[config.mk]
export PLATFORM = sky130hd
export DESIGN_NAME = stepper_phase_decoder
export DESIGN_NICKNAME = d
export VERILOG_FILES = /design/src/rtl/stepper_phase_decoder.sv
export SDC_FILE = /design/constraint.sdc
export NUM_CORES = 1
export LEC_CHECK = 0
export BUFFER_PORTS_ARGS = -buffer_cell sky130_fd_sc_hd__clkbuf_2
export CORE_ASPECT_RATIO = 0.5
export CORE_MARGIN = 8
export CORE_UTILIZATION = 39
export DETAILED_ROUTE_END_ITERATION = 12
export GPL_ROUTABILITY_DRIVEN = 0
export MAX_ROUTING_LAYER = met4
export SLEW_MARGIN = 20
export SYNTH_ARGS = -nofsm -noshare
export SYNTH_HDL_FRONTEND = slang
export SYNTH_SLANG_ARGS = --single-unit
[constraint.sdc]
create_clock -name CLK100MHZ -period 3.88 [get_ports CLK100MHZ]
set_clock_uncertainty 0.05 [all_clocks]
set_input_delay 0.388 -clock CLK100MHZ [delete_from_list [all_inputs] [get_ports CLK100MHZ]]
set_output_delay 0.388 -clock CLK100MHZ [all_outputs]
set_load 0.02 [all_outputs]
[src/rtl/stepper_phase_decoder.sv]
// Decodes a 4-phase stepper coil bus into step strobes, direction and a signed position count.
// Define STALL_DETECT_EN to build the stall detector; without it, stalled is tied low.
module stepper_phase_decoder #(
  parameter int unsigned POS_WIDTH    = 16,
  parameter int unsigned STALL_CYCLES = 32'd2_000_000
) (
  input  logic                        CLK100MHZ,
  input  logic                        reset,
  input  logic [3:0]                  coil,
  input  logic                        zero,
  input  logic                        clear_err,
  output logic                        step_pulse,
  output logic                        dir,
  output logic signed [POS_WIDTH-1:0] position,
  output logic [1:0]                  phase,
  output logic                        valid,
  output logic                        skip_err,
  output logic                        illegal_err,
  output logic                        stalled
);

  typedef enum logic {
    WAIT  = 1'b0,
    TRACK = 1'b1
  } state_t;

  state_t                      state_q, state_d;
  logic [3:0]                  sync1_q, sync2_q;
  logic                        stepPulse_q, stepPulse_d;
  logic                        dir_q, dir_d;
  logic signed [POS_WIDTH-1:0] position_q, position_d;
  logic [1:0]                  phase_q, phase_d;
  logic                        skipErr_q, skipErr_d;
  logic                        illegalErr_q, illegalErr_d;

  logic       legal;
  logic [1:0] newIdx;
  logic [1:0] delta;

  always_comb begin
    legal  = 1'b1;
    newIdx = 2'd0;
    case (sync2_q)
      4'b1001: newIdx = 2'd0;
      4'b1010: newIdx = 2'd1;
      4'b0110: newIdx = 2'd2;
      4'b0101: newIdx = 2'd3;
      default: legal  = 1'b0;
    endcase
  end

  assign delta = newIdx - phase_q;

  // Illegal patterns only count as errors once tracking: the cleared synchronizer
  // and an idle drive both read 0000, which must not raise a flag before the first phase.
  always_comb begin
    state_d      = state_q;
    stepPulse_d  = 1'b0;
    dir_d        = dir_q;
    position_d   = position_q;
    phase_d      = phase_q;
    skipErr_d    = skipErr_q;
    illegalErr_d = illegalErr_q;

    if (clear_err) begin
      skipErr_d    = 1'b0;
      illegalErr_d = 1'b0;
    end

    case (state_q)
      WAIT: begin
        if (legal) begin
          state_d = TRACK;
          phase_d = newIdx;
        end
      end
      TRACK: begin
        if (!legal) begin
          illegalErr_d = 1'b1;
        end else begin
          case (delta)
            2'd3: begin
              stepPulse_d = 1'b1;
              dir_d       = 1'b1;
              phase_d     = newIdx;
              position_d  = position_q + POS_WIDTH'(1);
            end
            2'd1: begin
              stepPulse_d = 1'b1;
              dir_d       = 1'b0;
              phase_d     = newIdx;
              position_d  = position_q - POS_WIDTH'(1);
            end
            2'd2: begin
              skipErr_d = 1'b1;
              phase_d   = newIdx;
            end
            default: ;
          endcase
        end
      end
      default: state_d = WAIT;
    endcase

    if (zero) begin
      position_d = '0;
    end
  end

  always_ff @(posedge CLK100MHZ) begin
    if (reset) begin
      sync1_q      <= '0;
      sync2_q      <= '0;
      state_q      <= WAIT;
      stepPulse_q  <= 1'b0;
      dir_q        <= 1'b0;
      position_q   <= '0;
      phase_q      <= '0;
      skipErr_q    <= 1'b0;
      illegalErr_q <= 1'b0;
    end else begin
      sync1_q      <= coil;
      sync2_q      <= sync1_q;
      state_q      <= state_d;
      stepPulse_q  <= stepPulse_d;
      dir_q        <= dir_d;
      position_q   <= position_d;
      phase_q      <= phase_d;
      skipErr_q    <= skipErr_d;
      illegalErr_q <= illegalErr_d;
    end
  end

  assign step_pulse  = stepPulse_q;
  assign dir         = dir_q;
  assign position    = position_q;
  assign phase       = phase_q;
  assign valid       = (state_q == TRACK);
  assign skip_err    = skipErr_q;
  assign illegal_err = illegalErr_q;

`ifdef STALL_DETECT_EN
  logic [31:0] stallCnt_q, stallCnt_d;
  logic        stalled_q, stalled_d;

  // Counter saturates at STALL_CYCLES so stalled holds until the next step restarts it.
  always_comb begin
    stallCnt_d = stallCnt_q;
    stalled_d  = stalled_q;
    if (state_q != TRACK) begin
      stallCnt_d = '0;
      stalled_d  = 1'b0;
    end else if (stepPulse_d) begin
      stallCnt_d = '0;
      stalled_d  = 1'b0;
    end else begin
      if (stallCnt_q != STALL_CYCLES) begin
        stallCnt_d = stallCnt_q + 32'd1;
      end
      stalled_d = (stallCnt_d == STALL_CYCLES);
    end
  end

  always_ff @(posedge CLK100MHZ) begin
    if (reset) begin
      stallCnt_q <= '0;
      stalled_q  <= 1'b0;
    end else begin
      stallCnt_q <= stallCnt_d;
      stalled_q  <= stalled_d;
    end
  end

  assign stalled = stalled_q;
`else
  assign stalled = 1'b0;
`endif

endmodule

==> results.txt <==
* Highest-delay cell along the critical path: or4_4
- From synthesis to final layout, the design area changed by 18.25%.
* Finished layout cell area: roughly 0.0022 mm^2
* Post-DR vias/cell: ~5.5
* Crit Path Max Fanout: 4
- For this run the aggregate overflow at the end of global routing stands at 0.
- Walking the worst path, the cells encountered are and2b_2 > nor3b_1 > a31oi_1 > ha_2 > or4_4 > nand2_8 > xor2_2 > ha_2 > or4_4 > or4_1 > or4_1 > o21ai_2 > mux2i_1.
- The number of global-route vias before repair is between 1500 and 2000.
- Combined area of the multi-input logic cells: between 0.001 and 0.0015 mm^2
- Total instance count after detailed placement: 316
* Final HPWL DP: between 3 and 4 mm
- TritonCTS built the clock tree.
- The critical path contains buffers and inverters numbering 0 combined.
- In this run the remaining antenna-violating nets after routing total 0.
- H-tree levels: 2
- Pre-CTS WS: around 0.033 ns
- For this run, the total global-route usage over all layers was measured as 0.1449.
* Hold_buf cts: 0
- Die footprint: between 0.007 and 0.008 mm^2
* Clock tree root driver cell: clkbuf_8
- Die width: around 110 um
- Cells taking the most area after synthesis: dfxtp_1 (33%), mux2i_1 (8.1%), nand2_1 (4.6%), nand4_1 (4.4%), nor2_1 (3.8%)
* Nature of the critical path startpoint: register
- In the final layout, the share of cells above drive strength 1 is 0.2587.
- Remaining design rule violation count: 0
- Core footprint: between 0.004 and 0.005 mm^2
- Global-route wire length before repair: around 8.4 mm
- Number of library cell types mapped by synthesis: 49
- Cell accounting for the most synthesized area: dfxtp_1
- Cells after Synth: ~230
- In this run, CTS created clock tree buffers numbering 5.
* Mapped cell area: between 0.0015 and 0.002 mm^2
* Clock Sinks: 31
- Cell row count: 17
* Antenna violations before repair: 0
* Final Net Count: ~270
- For the worst-skew pair, the clock arrives at the later sink with an insertion delay of roughly 0.29 ns.
* Setup repair after global routing missed its margin: yes
- Starting Density: 0.4154
- Setup violations remaining at the end of the flow were counted as 0.
* Reported max-cap violation count: 0
- Min-Delay Path Class: in2reg
- The count of final hold-check violations came to 0.
- Number of fillers in the final layout: around 440
- The worst path meets setup with between 0.1 and 0.15 ns of slack.
* Register bit total from synthesis: 31
* Number of diodes: 0
- Placed standard-cell area: 0.002074 mm^2
- The share of synthesized area in the top cell type comes to 0.3329.
- Total detailed-routing wirelength: approximately 4.9 mm
- Measured along the y axis, the die boundary spans roughly 65 um.
* Number of vias after detailed routing: 1772
- For the final routed database, the setup TNS stands at 0 ns.
- Register area share after synthesis: 0.3329
- Number of pins with negative max-slew slack in the final report: 0
- Path type of the worst setup path: reg2reg
* Number of detailed-routing iterations run before antenna repair: 4
* Post-layout minimum cycle time: 3.762 ns
- After clock tree synthesis, the clock-pin slew on the worst setup and hold paths is 0.07 ns.
* Most instantiated flip-flop cell in the synthesis netlist: dfxtp_1
* Power density normalized to cell area: about 280 mW/mm^2
- In this design, the stage delay of the slowest critical-path cell is ~0.57 ns.
- Kind of cell adding the most delay to the critical path: simple AND/OR/NAND/NOR gates
- In this run the tightest slew margin relative to its limit is 0.4004.
- CP Data Arrival Time: slightly below 4 ns
* Async SR Flop Fraction: 0
- First-iteration detailed-routing DRC count: a little over 90
- Leading cell types in the layout, fill and taps excluded: dfxtp_1 (30), clkbuf_2 (30), nand2_1 (23)
- A synthesized cell averages approximately 8.2 um^2.
- Worst path required time: 4.05 ns
* Number of flops mapped to enable cells by yosys: 0
* Maximum operating frequency: 265.8 MHz
- Leaving out filler cells and counting taps, the final layout contains 325.
- The flow ran to the end, and the final reports show no timing, DRC or antenna violations.
* Worst R2R Setup Slack: around 0.12 ns
- Counting every net in the synthesized netlist gives 238.
- 32 I/O pins were placed.
- The worst-case IR drop observed on VDD is 185.5 uV.
* Pin slew with the least headroom to its limit: approximately 0.9 ns
- Sequential cell area: 621.8 um^2
* Yosys warning count: 0
* Final Cycle Share: 0.9695
- STA classifies the critical path endpoint as a register.
- Pin count of the biggest net entering global routing: 29
- After detailed routing, the average wire length per cell comes to approximately 15 um.
- Maximum clock path buffer count: 2
* Number of I/O port buffers: 30
- The analysis attributes to cell leakage a power of about 0.80 nW.
## cell usage after synthesis (2+ instances only)
cell type	instances
a211o_1	2
a21o_1	2
a21oi_1	5
and2b_2	2
buf_2	3
buf_4	2
buf_6	3
clkbuf_1	5
dfxtp_1	31
ha_1	2
inv_1	2
mux2i_1	15
nand2_1	23
nand2b_1	4
nand3_1	13
nand4_1	13
nand4b_1	2
nor2_1	19
nor2b_1	10
nor3_1	8
nor4_1	7
o211ai_1	5
o21ai_0	6
o31ai_1	2
or3_1	9
or4_1	4
xnor2_1	5
xor2_1	3
## routing by layer
layer	GRT usage	wire length, um	share of wire
met5	-	0	0
met4	0.05090	63	0.013
met3	0.03970	261	0.053
met2	0.2108	2070	0.42
met1	0.1880	2492	0.51
## where the power goes
group	leakage (nW)	switching, mW	internal, mW
clock network	0.0470	0.121	0.139
registers	0.252	0.00308	0.323
logic	0.506	0.0245	0.0152
## through the flow
step / util / power, mW / hold WS, ns
after global routing: 0.4912 / 0.6494 / 0.2646
after floorplan: - / 0.3627 / 0.3637
after global placement: 0.4622 / 0.3712 / 0.3707
final: 0.4912 / 0.6255 / 0.2572
after CTS: 0.4817 / 0.6314 / 0.2510
after detailed placement: 0.4622 / 0.3718 / 0.3703
## repair_timing
action | 4_1_cts | 5_1_grt
setup buffers | 0 | 2
resized for setup | 0 | 7
endpoints found under the setup margin | 0 | 5
## cells by family (layout without fill, tap and decap cells)
logic type	count (synthesis)	in the layout	synth area share
adder cells (fa/ha/maj)	2	2	0.01342
flip-flops	31	31	0.3329
other	1	1	0.002011
XOR/XNOR	8	8	0.03759
buffers and inverters	18	49	0.06039
multiplexers	16	16	0.08657
AND/OR/NAND/NOR	122	122	0.3557
AO/OA/AOI/OAI	30	30	0.1114
## sequential cells by signal (all words and copies together), names as in the netlist
name / count
position: 16
sync1_q: 4
sync2_q: 4
phase: 2
dir: 1
illegal_err: 1
skip_err: 1
step_pulse: 1
valid: 1
## worst register-to-register path: stages, from the launching register on
cell	delay, ns
dfxtp_2	0.35
and2b_2	0.22
nor3b_1	0.13
a31oi_1	0.21
ha_2	0.32
or4_4	0.57
nand2_8	0.10
xor2_2	0.05
ha_2	0.19
or4_4	0.41
or4_1	0.39
or4_1	0.42
o21ai_2	0.08
mux2i_1	0.20
## layout make-up
| type | instances | area share |
|---|---|---|
| clock buffer | 6 | 0.03746 |
| inverter | 2 | 0.003405 |
| sequential | 31 | 0.2821 |
| timing repair buffer | 40 | 0.1022 |
| multi-input combinational | 179 | 0.5352 |
| clock inverter | 1 | 0.002270 |
| tap | 66 | 0.03746 |
## worst paths after layout
path | to | depth (start not counted) | startpoint
max | position[8]$_SDFFE_PP0P_ | 13 | sync2_q[2]$_SDFF_PP0_
min | sync1_q[1]$_SDFF_PP0_ | 2 | coil[1]
max reg2reg | position[8]$_SDFFE_PP0P_ | 13 | sync2_q[2]$_SDFF_PP0_
min reg2reg | sync2_q[2]$_SDFF_PP0_ | 1 | sync1_q[2]$_SDFF_PP0_
(Power assumes the default switching activity.)
